$ cat src/rtl/axi_rd_arbiter.sv
// axi_rd_arbiter: shares one AXI read port (M_) between two requesters (S0_, S1_).
// One burst is outstanding at a time. Address-phase fields are latched at grant, and
// data beats are routed only to the granted requester.
// Optional macro ARB_FIXED_PRIO_EN: S0 always wins ties (no round-robin state).
module axi_rd_arbiter #(
  parameter int WIDTH_ID = 2,
  parameter int WIDTH_DA = 32,
  parameter int WIDTH_AD = 32
) (
  input  logic                S_AXI_ACLK,
  input  logic                S_AXI_ARESET,
  // requester 0
  input  logic [WIDTH_ID-1:0] S0_AXI_ARID,
  input  logic [WIDTH_AD-1:0] S0_AXI_ARADDR,
  input  logic [3:0]          S0_AXI_ARLEN,
  input  logic [2:0]          S0_AXI_ARSIZE,
  input  logic [1:0]          S0_AXI_ARBURST,
  input  logic                S0_AXI_ARVALID,
  output logic                S0_AXI_ARREADY,
  output logic [WIDTH_ID-1:0] S0_AXI_RID,
  output logic [WIDTH_DA-1:0] S0_AXI_RDATA,
  output logic [1:0]          S0_AXI_RRESP,
  output logic                S0_AXI_RLAST,
  output logic                S0_AXI_RVALID,
  input  logic                S0_AXI_RREADY,
  // requester 1
  input  logic [WIDTH_ID-1:0] S1_AXI_ARID,
  input  logic [WIDTH_AD-1:0] S1_AXI_ARADDR,
  input  logic [3:0]          S1_AXI_ARLEN,
  input  logic [2:0]          S1_AXI_ARSIZE,
  input  logic [1:0]          S1_AXI_ARBURST,
  input  logic                S1_AXI_ARVALID,
  output logic                S1_AXI_ARREADY,
  output logic [WIDTH_ID-1:0] S1_AXI_RID,
  output logic [WIDTH_DA-1:0] S1_AXI_RDATA,
  output logic [1:0]          S1_AXI_RRESP,
  output logic                S1_AXI_RLAST,
  output logic                S1_AXI_RVALID,
  input  logic                S1_AXI_RREADY,
  // memory side
  output logic [WIDTH_ID-1:0] M_AXI_ARID,
  output logic [WIDTH_AD-1:0] M_AXI_ARADDR,
  output logic [3:0]          M_AXI_ARLEN,
  output logic [2:0]          M_AXI_ARSIZE,
  output logic [1:0]          M_AXI_ARBURST,
  output logic                M_AXI_ARVALID,
  input  logic                M_AXI_ARREADY,
  input  logic [WIDTH_ID-1:0] M_AXI_RID,
  input  logic [WIDTH_DA-1:0] M_AXI_RDATA,
  input  logic [1:0]          M_AXI_RRESP,
  input  logic                M_AXI_RLAST,
  input  logic                M_AXI_RVALID,
  output logic                M_AXI_RREADY
);

  typedef enum logic [1:0] {IDLE, ADDR, DATA} state_t;

  state_t              state_q, state_d;
  logic                grant_q;
  logic [WIDTH_ID-1:0] arid_q;
  logic [WIDTH_AD-1:0] araddr_q;
  logic [3:0]          arlen_q;
  logic [2:0]          arsize_q;
  logic [1:0]          arburst_q;
  logic                win;
  logic                ar_hs;
  logic                sel0, sel1;
  logic                burst_end;

  // Returned RID is replaced by the latched ARID, so the memory-side RID is not needed.
  logic unused_rid;
  assign unused_rid = ^M_AXI_RID;

`ifdef ARB_FIXED_PRIO_EN
  // Fixed priority: S0 wins whenever it is requesting.
  always_comb begin
    win = S0_AXI_ARVALID ? 1'b0 : 1'b1;
  end
`else
  logic last_grant_q;

  // Round-robin: on a tie the port that was not served last wins.
  always_comb begin
    win = 1'b1;
    if (S0_AXI_ARVALID && S1_AXI_ARVALID) win = ~last_grant_q;
    else if (S0_AXI_ARVALID)              win = 1'b0;
    else                                  win = 1'b1;
  end

  // Remember who was served last; updated only when a burst completes.
  always_ff @(posedge S_AXI_ACLK or posedge S_AXI_ARESET) begin
    if (S_AXI_ARESET)   last_grant_q <= 1'b1;
    else if (burst_end) last_grant_q <= grant_q;
  end
`endif

  // Reset is also gated in here so no ARREADY is visible while reset is held.
  assign ar_hs          = (state_q == IDLE) && !S_AXI_ARESET && (S0_AXI_ARVALID || S1_AXI_ARVALID);
  assign S0_AXI_ARREADY = ar_hs && !win;
  assign S1_AXI_ARREADY = ar_hs && win;
  assign burst_end      = (state_q == DATA) && M_AXI_RVALID && M_AXI_RREADY && M_AXI_RLAST;

  // Next-state logic: IDLE -> ADDR on grant, ADDR -> DATA on memory accept, DATA -> IDLE on RLAST.
  always_comb begin
    state_d = state_q;
    case (state_q)
      IDLE:    if (ar_hs)         state_d = ADDR;
      ADDR:    if (M_AXI_ARREADY) state_d = DATA;
      DATA:    if (burst_end)     state_d = IDLE;
      default:                    state_d = IDLE;
    endcase
  end

  // State register.
  always_ff @(posedge S_AXI_ACLK or posedge S_AXI_ARESET) begin
    if (S_AXI_ARESET) state_q <= IDLE;
    else              state_q <= state_d;
  end

  // Capture grant and the winner's address-phase fields at the requester handshake.
  always_ff @(posedge S_AXI_ACLK or posedge S_AXI_ARESET) begin
    if (S_AXI_ARESET) begin
      grant_q   <= 1'b0;
      arid_q    <= '0;
      araddr_q  <= '0;
      arlen_q   <= '0;
      arsize_q  <= '0;
      arburst_q <= '0;
    end else if (ar_hs) begin
      grant_q   <= win;
      arid_q    <= win ? S1_AXI_ARID    : S0_AXI_ARID;
      araddr_q  <= win ? S1_AXI_ARADDR  : S0_AXI_ARADDR;
      arlen_q   <= win ? S1_AXI_ARLEN   : S0_AXI_ARLEN;
      arsize_q  <= win ? S1_AXI_ARSIZE  : S0_AXI_ARSIZE;
      arburst_q <= win ? S1_AXI_ARBURST : S0_AXI_ARBURST;
    end
  end

  assign M_AXI_ARVALID = (state_q == ADDR);
  assign M_AXI_ARID    = arid_q;
  assign M_AXI_ARADDR  = araddr_q;
  assign M_AXI_ARLEN   = arlen_q;
  assign M_AXI_ARSIZE  = arsize_q;
  assign M_AXI_ARBURST = arburst_q;

  // Data routing: only the granted port sees the return channel, and only in DATA.
  assign sel0 = (state_q == DATA) && !grant_q;
  assign sel1 = (state_q == DATA) && grant_q;

  assign M_AXI_RREADY  = (sel0 && S0_AXI_RREADY) || (sel1 && S1_AXI_RREADY);

  assign S0_AXI_RVALID = sel0 && M_AXI_RVALID;
  assign S0_AXI_RLAST  = sel0 && M_AXI_RLAST;
  assign S0_AXI_RDATA  = sel0 ? M_AXI_RDATA : '0;
  assign S0_AXI_RRESP  = sel0 ? M_AXI_RRESP : '0;
  assign S0_AXI_RID    = sel0 ? arid_q      : '0;

  assign S1_AXI_RVALID = sel1 && M_AXI_RVALID;
  assign S1_AXI_RLAST  = sel1 && M_AXI_RLAST;
  assign S1_AXI_RDATA  = sel1 ? M_AXI_RDATA : '0;
  assign S1_AXI_RRESP  = sel1 ? M_AXI_RRESP : '0;
  assign S1_AXI_RID    = sel1 ? arid_q      : '0;

endmodule

$ cat config.mk
export PLATFORM = sky130hd
export DESIGN_NAME = axi_rd_arbiter
export DESIGN_NICKNAME = d
export VERILOG_FILES = /design/src/rtl/axi_rd_arbiter.sv
export SDC_FILE = /design/constraint.sdc
export NUM_CORES = 1
export LEC_CHECK = 0
export CAP_MARGIN = 30
export CORE_MARGIN = 4
export CORE_UTILIZATION = 30
export CTS_BUF_LIST = sky130_fd_sc_hd__clkbuf_2 sky130_fd_sc_hd__clkbuf_4 sky130_fd_sc_hd__clkbuf_8
export CTS_CLUSTER_DIAMETER = 50
export DETAILED_ROUTE_END_ITERATION = 7
export PLACE_DENSITY = 0.86
export SETUP_SLACK_MARGIN = 0.05
export SLEW_MARGIN = 10
export SYNTH_ARGS = -nofsm -noshare
export SYNTH_HDL_FRONTEND = slang
export SYNTH_SLANG_ARGS = --single-unit
export TNS_END_PERCENT = 100
$ cat constraint.sdc
create_clock -name S_AXI_ACLK -period 2.1 [get_ports S_AXI_ACLK]
set_input_delay 0.315 -clock S_AXI_ACLK [delete_from_list [all_inputs] [get_ports S_AXI_ACLK]]
set_output_delay 0.315 -clock S_AXI_ACLK [all_outputs]
set_load 0.03 [all_outputs]
### Yosys cells after proc, flatten, opt, wreduce, memory -nomap -nowiden

Index checks and enable logic that the tools add are counted.

| cells by class | value |
|---|---|
| eq/ne operators | 5 |
| mux-type cells | 17 |
| bitwise logic cells | 1 |
| reductions and logical operators | 23 |

Operator list:

| operator | count |
|---|---|
| $mux W32 | 3 |
| $mux W2 | 9 |
| $logic_and A1 B1 Y1 | 16 |
| $pmux W2 S3 | 1 |
| $mux W4 | 1 |
| $ne A2 B2 Y1 const B | 2 |
| $logic_not A1 Y1 | 3 |
| $mux W3 | 1 |
| $reduce_and A3 Y1 | 1 |
| $eq A2 B1 Y1 const B | 1 |
| $eq A2 B2 Y1 const B | 1 |
| $logic_not A2 Y1 | 1 |
| $logic_or A1 B1 Y1 | 2 |
| $mux W1 | 2 |
| $ne A2 B1 Y1 const B | 1 |
| $not A1 Y1 | 1 |

| word-level totals | value |
|---|---|
| flip-flop bits (word level) | 47 |
| input port bits | 131 |
| output and inout port bits | 123 |
| word-level logic and storage cells | 54 |

### Longest topological paths before layout

Gate-level depths: netlist (run 1).

| logic depth | value |
|---|---|
| depth after elaboration | 8 |
| depth in mapped cells | 6 |
| depth with buffers taken out | 4 |

### Least setup slack after synthesis (run 1)

Ideal clock, no wire load.

| timing | value |
|---|---|
| path type | register -> output |
| from | register state_q[0] |
| to | output S0_AXI_ARREADY |
| data arrival time | 1.525 ns |
| required time | 1.785 ns |
| setup slack | 0.260 ns |
| stages on the path, launching flop included | 5 |
| buffers on the path | 2 |
| cell sequence | dfrtp_1 > or3_1 > buf_6 > buf_6 > nor3b_2 |

| on the way | value |
|---|---|
| word-level cells in the longest chain between the ends | 4 |

RTL lines:

| element | line | RTL |
|---|---|---|
| start: declaration | 58 | `state_t state_q, state_d;` |
| start signal: assignment | 117 | `else state_q <= state_d;` |
| $logic_not A2 Y1 | 98 | `assign ar_hs = (state_q == IDLE) && !S_AXI_ARESET && (S0_AXI_ARVALID \|\| S1_AXI_ARVALID);` |
| $logic_and A1 B1 Y1 (2 in series) | 98 |  |
| $logic_and A1 B1 Y1 | 99 | `assign S0_AXI_ARREADY = ar_hs && !win;` |
| end: declaration | 19 | `output logic S0_AXI_ARREADY,` |

No other way between the ends.

### Final worst setup path (run 1)

| timing | value |
|---|---|
| from | register state_q[0] |
| to | output S1_AXI_RDATA[14] |

| on the way | value |
|---|---|
| word-level cells in the longest chain between the ends | 3 |

RTL lines:

| element | line | RTL |
|---|---|---|
| $eq A2 B2 Y1 | 148 | `assign sel1 = (state_q == DATA) && grant_q;` |
| $logic_and A1 B1 Y1 | 148 |  |
| $mux W32 | 160 | `assign S1_AXI_RDATA = sel1 ? M_AXI_RDATA : '0;` |
| end: declaration | 35 | `output logic [WIDTH_DA-1:0] S1_AXI_RDATA,` |

No other way between the ends.

==> results of run 1 <==
[layer usage]
layer	track usage [%]	vias to the layer above	part of all wire (%)
li1	-	1631	-
met1	22.8	1645	37
met2	36.4	179	51
met3	6.39	12	10
met4	5.86	0	1.3
met5	0	-	0
[logic make-up after synthesis]
| group | count (synthesis) | share of synthesized area, % |
|---|---|---|
| AO/OA/AOI/OAI | 47 | 15.1 |
| buffers and inverters | 43 | 7.21 |
| multiplexers | 2 | 0.709 |
| AND/OR/NAND/NOR | 176 | 37.7 |
| flip-flops | 47 | 39.2 |
[registers in the layout, summed over array words and instances, names as in the netlist]
signal	flops
M_AXI_ARADDR	32
M_AXI_ARBURST	2
M_AXI_ARID	2
M_AXI_ARLEN	4
M_AXI_ARSIZE	3
grant_q	1
last_grant_q	1
state_q	2
[placed cells by master, fill, tap and decap left out, drive strengths merged]
cell type	Yosys	layout
clkinv	0	1
inv	3	3
nand2b	2	2
nor3b	1	1
or3	1	1
a221o	43	43
dfrtp	46	46
nor2	1	1
and2b	1	1
a21oi	1	1
buf	17	94
dfstp	1	1
o21ai	3	3
clkdlybuf4s50	0	170
clkinvlp	0	1
mux2	1	1
clkbuf	23	6
nor2b	1	1
dlymetal6s2s	0	1
and3	77	77
nor3	45	45
mux2i	1	1
nand2	47	47
[power by group]
group,switching (mW),total [mW],internal [mW]
clock,0.308,0.577,0.269
sequential,0.315,1.65,1.34
combinational,2.55,4.57,2.03
total,3.17,6.80,3.63
[area by class of cell]
cell class | instances | area, sq um | area share (%)
repair buffers | 265 | 2730 | 46.9
multi-input cells | 225 | 1630 | 28.1
flip-flops and latches | 47 | 1180 | 20.2
well taps | 133 | 166 | 2.86
clock buffers | 6 | 82.6 | 1.42
clock inverters | 2 | 16.3 | 0.280
inverters | 3 | 11.3 | 0.194
[repair_timing]
item | 4_1_cts | 5_1_grt
gates cloned | 0 | 0
pin swaps | 0 | 1
hold endpoints to repair | 0 | 0
endpoints found under the setup margin | 1 | 2
gates resized for setup | 1 | 2
[worst max-delay path by stage]
stage,from,cells past startpoint,to
floorplan,state_q[0],4,S0_AXI_ARREADY
global placement,S_AXI_ARESET,4,S0_AXI_ARREADY
detailed placement,S_AXI_ARESET,6,M_AXI_ARADDR[28]
CTS,state_q[0],3,S0_AXI_ARREADY
global route,state_q[0],4,S1_AXI_RDATA[24]
finish,state_q[0],4,S1_AXI_RDATA[14]
[per-stage QoR]
stage	hold WS (ns)	cells
floorplan	0.423	315
global placement	0.496	673
detailed placement	0.502	673
CTS	0.436	681
global route	0.482	681
finish	0.446	681
[critical path, cell delays in order (launching register included)]
cell and delay, ns:
dfrtp_1 0.45, and2b_1 0.27, buf_12 0.24, and3_1 0.25
buf_12 0.13
==> impl_metrics.env, run 1 <==
export IMPL_ys_async_sr_fraction_pct=100
export IMPL_netlist_top_cells_count="and3_1, nand2_1, dfrtp_1"
export IMPL_ant_nets=0
export IMPL_tritoncts="yes"
export IMPL_final_util_pct=59.5
export IMPL_setup_violations=0
export IMPL_synth_area_leaders="dfrtp_1, and3_1, a221o_1"
export IMPL_yosysWarnings=0
export IMPL_place_area_sq_um=5710
export IMPL_crit_type="reg2out"
export IMPL_fmax_mhz=508
export IMPL_firstDrtPassIters=4
export IMPL_core_region_area_sq_um=9770
export IMPL_drive_above_1_share_pct=27.2
export IMPL_area_delta_synth_final_pct=93.8
export IMPL_drt_wirelength_per_cell_um=18.4
export IMPL_maxSlewHeadroom_pct=76.0
export IMPL_cts_buffer_depth=2
export IMPL_ctsHoldBuffers=0
export IMPL_total_power_mw=6.80
export IMPL_clk_pin_slew_ns=0.10
export IMPL_htree_levels=2
export IMPL_grt_pass1_wl_um=18700
export IMPL_die_height_um=108
export IMPL_cts_root_buf="clkbuf_8"
export IMPL_ios=254
export IMPL_powerDensity_nw_per_um2=1170
export IMPL_grt_max_degree=78
export IMPL_n_antenna_cell=0
export IMPL_avgViaCountPerCell=5.09
export IMPL_rows=36
export IMPL_maxCapViolCount=0
export IMPL_finalCriticalPeriod_ns=1.97
export IMPL_synth_edf_count=0
export IMPL_min_path_type="in2async"
export IMPL_fin_area_sq_um=5820
export IMPL_vias=3467
export IMPL_gr_total_overflow=0
export IMPL_worstPathRequired_ns=1.78
export IMPL_wl_um=12500
export IMPL_r2r_start="state_q[0]"
export IMPL_fp_dieW_um=108
export IMPL_antenna_found_initial=0
export IMPL_clock_latency_ns=0.30
export IMPL_drv_slew=0
export IMPL_synthesis_area_sq_um=3000
export IMPL_drtIter0Drc=230
export IMPL_port_buffers=251
export IMPL_crit_fanout=77
export IMPL_leakage_nw=2.72
export IMPL_start_util_pct=30.7
export IMPL_synth_main_ff_cell="dfrtp_1"
export IMPL_crit_path_start_kind="flop"
export IMPL_synth_most_common_cell="and3_1"
export IMPL_ys_ff_latch=47
export IMPL_syn_inst=315
export IMPL_reg2reg_depth=4
export IMPL_ys_seq_area_share_pct=39.2
export IMPL_setup_tns_ns=0
export IMPL_layout_setup_ws_ns=0.133
export IMPL_worstPathArrival_ns=1.65
export IMPL_max_slew_worst_pin_slew_ns=0.359
export IMPL_vdd_ir_drop_max_mv=0.638
export IMPL_layout_nets=678
export IMPL_skew_ns=0.0113
export IMPL_cts_sinks=47
export IMPL_syn_nets=446
export IMPL_drc=0
export IMPL_place_gp_congestion=0.789
export IMPL_hold_violations=0
export IMPL_hpwl_um=9710
export IMPL_r2r_setup_slack_ns=0.47
export IMPL_avgSynthCellArea_sq_um=9.53
export IMPL_synth_top_area_share_pct=38.3
export IMPL_yosysUniqueCellTypes=23
export IMPL_gr_usage_all_layers_pct=20.2
export IMPL_die_area_sq_um=11700
export IMPL_cts_buffers=5
export IMPL_rsz0062_at_grt="no"
export IMPL_post_place_ws_ns=0.116
export IMPL_outcome="finished clean"
export IMPL_r2r_end="M_AXI_ARADDR[28]"
export IMPL_postCtsSetupBuffers=0
export IMPL_fill_cells=802
export IMPL_post_route_period_util_pct=93.7
export IMPL_yosysTopAreaCell="dfrtp_1"
export IMPL_grt_pass1_vias=3618
export IMPL_critPathCaptureType="primary output"
No activity file was read; power rests on OpenSTA's default activity.
==> run 2, diff against run 1 <==
CELL_PAD_IN_SITES_DETAIL_PLACEMENT = 2   (was unset)
CELL_PAD_IN_SITES_GLOBAL_PLACEMENT = 2   (was unset)
CORE_UTILIZATION = 17   (was 30)
PLACE_DENSITY = 0.93   (was 0.86)
==> run 2 against run 1 <==
Against the previous run:
- global-route usage is 4.4 points lower
- clock-buffer cell count stayed put
- clock power is 19% higher
- clock skew is 0.0051 ns lower
- largest power group unchanged
- worst setup slack worse by 0.030 ns
- via count is 4.5% higher
- sequential share of layout area is 0.20 points lower
==> impl_metrics.env, run 2 (synthesized netlist as in run 1, its figures left out) <==
export IMPL_gr_total_overflow=0
export IMPL_drt_wirelength_per_cell_um=21.4
export IMPL_max_slew_worst_pin_slew_ns=0.562
export IMPL_tritoncts="yes"
export IMPL_outcome="finished clean"
export IMPL_grt_max_degree=78
export IMPL_seq_power_share_pct=23.7
export IMPL_place_gp_congestion=0.902
export IMPL_layout_commonest_cell="clkdlybuf4s50_1"
export IMPL_hold_violations=0
export IMPL_rsz0062_at_grt="yes"
export IMPL_cts_sinks=47
export IMPL_largest_register_ffs=32
export IMPL_path_cells="or3_2 > nor3b_2 > buf_4"
export IMPL_port_buffers=251
export IMPL_drc=0
export IMPL_pwr_share_clk_pct=9.7
export IMPL_clock_latency_ns=0.31
export IMPL_rows=48
export IMPL_gr_usage_all_layers_pct=15.8
export IMPL_min_path_type="in2async"
export IMPL_maxSlewHeadroom_pct=62.5
export IMPL_firstDrtPassIters=4
export IMPL_layout_nets=681
export IMPL_worstPathRequired_ns=1.78
export IMPL_vias=3624
export IMPL_vdd_ir_drop_max_mv=0.610
export IMPL_wl_um=16500
export IMPL_ant_nets=0
export IMPL_drtIter0Drc=93
export IMPL_grt_pass1_wl_um=24800
export IMPL_skew_ns=0.00627
export IMPL_final_cells=775
export IMPL_fp_dieW_um=141
export IMPL_fmax_mhz=501
export IMPL_p_comb_share_pct=66.6
export IMPL_crit_fanout=5
export IMPL_n_antenna_cell=0
export IMPL_place_area_sq_um=5740
export IMPL_die_area_sq_um=19800
export IMPL_critPathCaptureType="primary output"
export IMPL_worstPathArrival_ns=1.68
export IMPL_htree_levels=2
export IMPL_crit_path_start_kind="flop"
export IMPL_fin_area_sq_um=5890
export IMPL_switching_share_pct=47.4
export IMPL_cts_buffers=5
export IMPL_leakage_nw=2.71
export IMPL_total_power_mw=7.07
export IMPL_start_util_pct=17.4
export IMPL_cp_slowest_cell="or3_2"
export IMPL_avgViaCountPerCell=4.68
export IMPL_hpwl_um=13100
export IMPL_post_route_period_util_pct=95.1
export IMPL_setup_violations=0
export IMPL_cts_buffer_depth=2
export IMPL_finalCriticalPeriod_ns=2.00
export IMPL_r2r_setup_slack_ns=0.24
export IMPL_grt_pass1_vias=4125
export IMPL_antenna_found_initial=0
export IMPL_internal_power_mw=3.72
export IMPL_ios=254
export IMPL_die_height_um=141
export IMPL_layout_common_cells="clkdlybuf4s50_1, and3_1, buf_4"
export IMPL_dp_cells=765
export IMPL_clk_pin_slew_ns=0.09
export IMPL_core_region_area_sq_um=17300
export IMPL_p_switching_mw=3.35
export IMPL_powerDensity_nw_per_um2=1200
export IMPL_fill_cells=1907
export IMPL_drive_above_1_share_pct=28.2
export IMPL_ctsHoldBuffers=0
export IMPL_crit_type="reg2out"
export IMPL_drv_slew=0
export IMPL_maxCapViolCount=0
export IMPL_area_delta_synth_final_pct=96.2
export IMPL_max_stage_delay_ns=0.50
export IMPL_cts_root_buf="clkbuf_8"
## run 2: path summary, 6_finish.rpt
path / to / from / cells after the start
setup / recovery: S0_AXI_ARREADY / state_q[1] / 3
hold / removal: M_AXI_ARSIZE[0] / S_AXI_ARESET / 2
setup reg to reg: M_AXI_ARADDR[31] / state_q[1] / 4
hold reg to reg: M_AXI_ARADDR[1] / M_AXI_ARADDR[1] / 1
max in group asynchronous: M_AXI_ARSIZE[1] / S_AXI_ARESET / 3
min in group S_AXI_ACLK: state_q[0] / S0_AXI_ARVALID / 3
## run 2: critical path, delay by kind of cell, from the launching register on
| family | cells | cell delay (ns) |
|---|---|---|
| buf+inv | 1 | 0.20 |
| simple gates | 2 | 0.72 |
| flops | 1 | 0.46 |
## run 2: cell type report
| type | instances | area (sq um) | share of cell area [%] |
|---|---|---|---|
| Clock buffer | 6 | 76.3 | 1.30 |
| Clock inverter | 1 | 30.0 | 0.510 |
| Inverter | 3 | 11.3 | 0.191 |
| Multi-Input combinational cell | 225 | 1630 | 27.6 |
| Sequential cell | 47 | 1180 | 20.0 |
| Tap cell | 225 | 282 | 4.78 |
| Timing Repair Buffer | 268 | 2680 | 45.6 |
## run 2: routing by layer
layer | share of wire [%] | GRT usage [%]
met2 | 51 | 28.6
met1 | 40 | 18.7
met4 | 1.1 | 2.96
met3 | 8.2 | 4.61
met5 | 0 | 0
## run 2: stage by stage
| step | utilization, % | hold WS (ns) | TNS, ns | setup slack [ns] |
|---|---|---|---|---|
| after floorplan | - | 0.423 | 0 | 0.260 |
| after global placement | 33.2 | 0.494 | 0 | 0.105 |
| after detailed placement | 33.2 | 0.504 | -0.0675 | -0.0643 |
| after CTS | 33.9 | 0.345 | 0 | 0.0534 |
| after global routing | 34.0 | 0.361 | 0 | 0.0107 |
| final | 34.0 | 0.348 | 0 | 0.103 |
## run 2: power by group through the flow
stage	registers, mW	logic (mW)	clock network, mW
after floorplan	2.36	1.84	0
after global placement	1.64	4.51	0
after detailed placement	1.68	4.68	0
after CTS	1.68	4.71	0.717
after global routing	1.73	4.97	0.753
final	1.67	4.71	0.686
## run 2: repair_timing
item,4_1_cts,5_1_grt
endpoints found under the setup margin,4,4
setup buffers,2,0
gates resized for setup,3,2
pin swaps,1,1
cloned,0,1
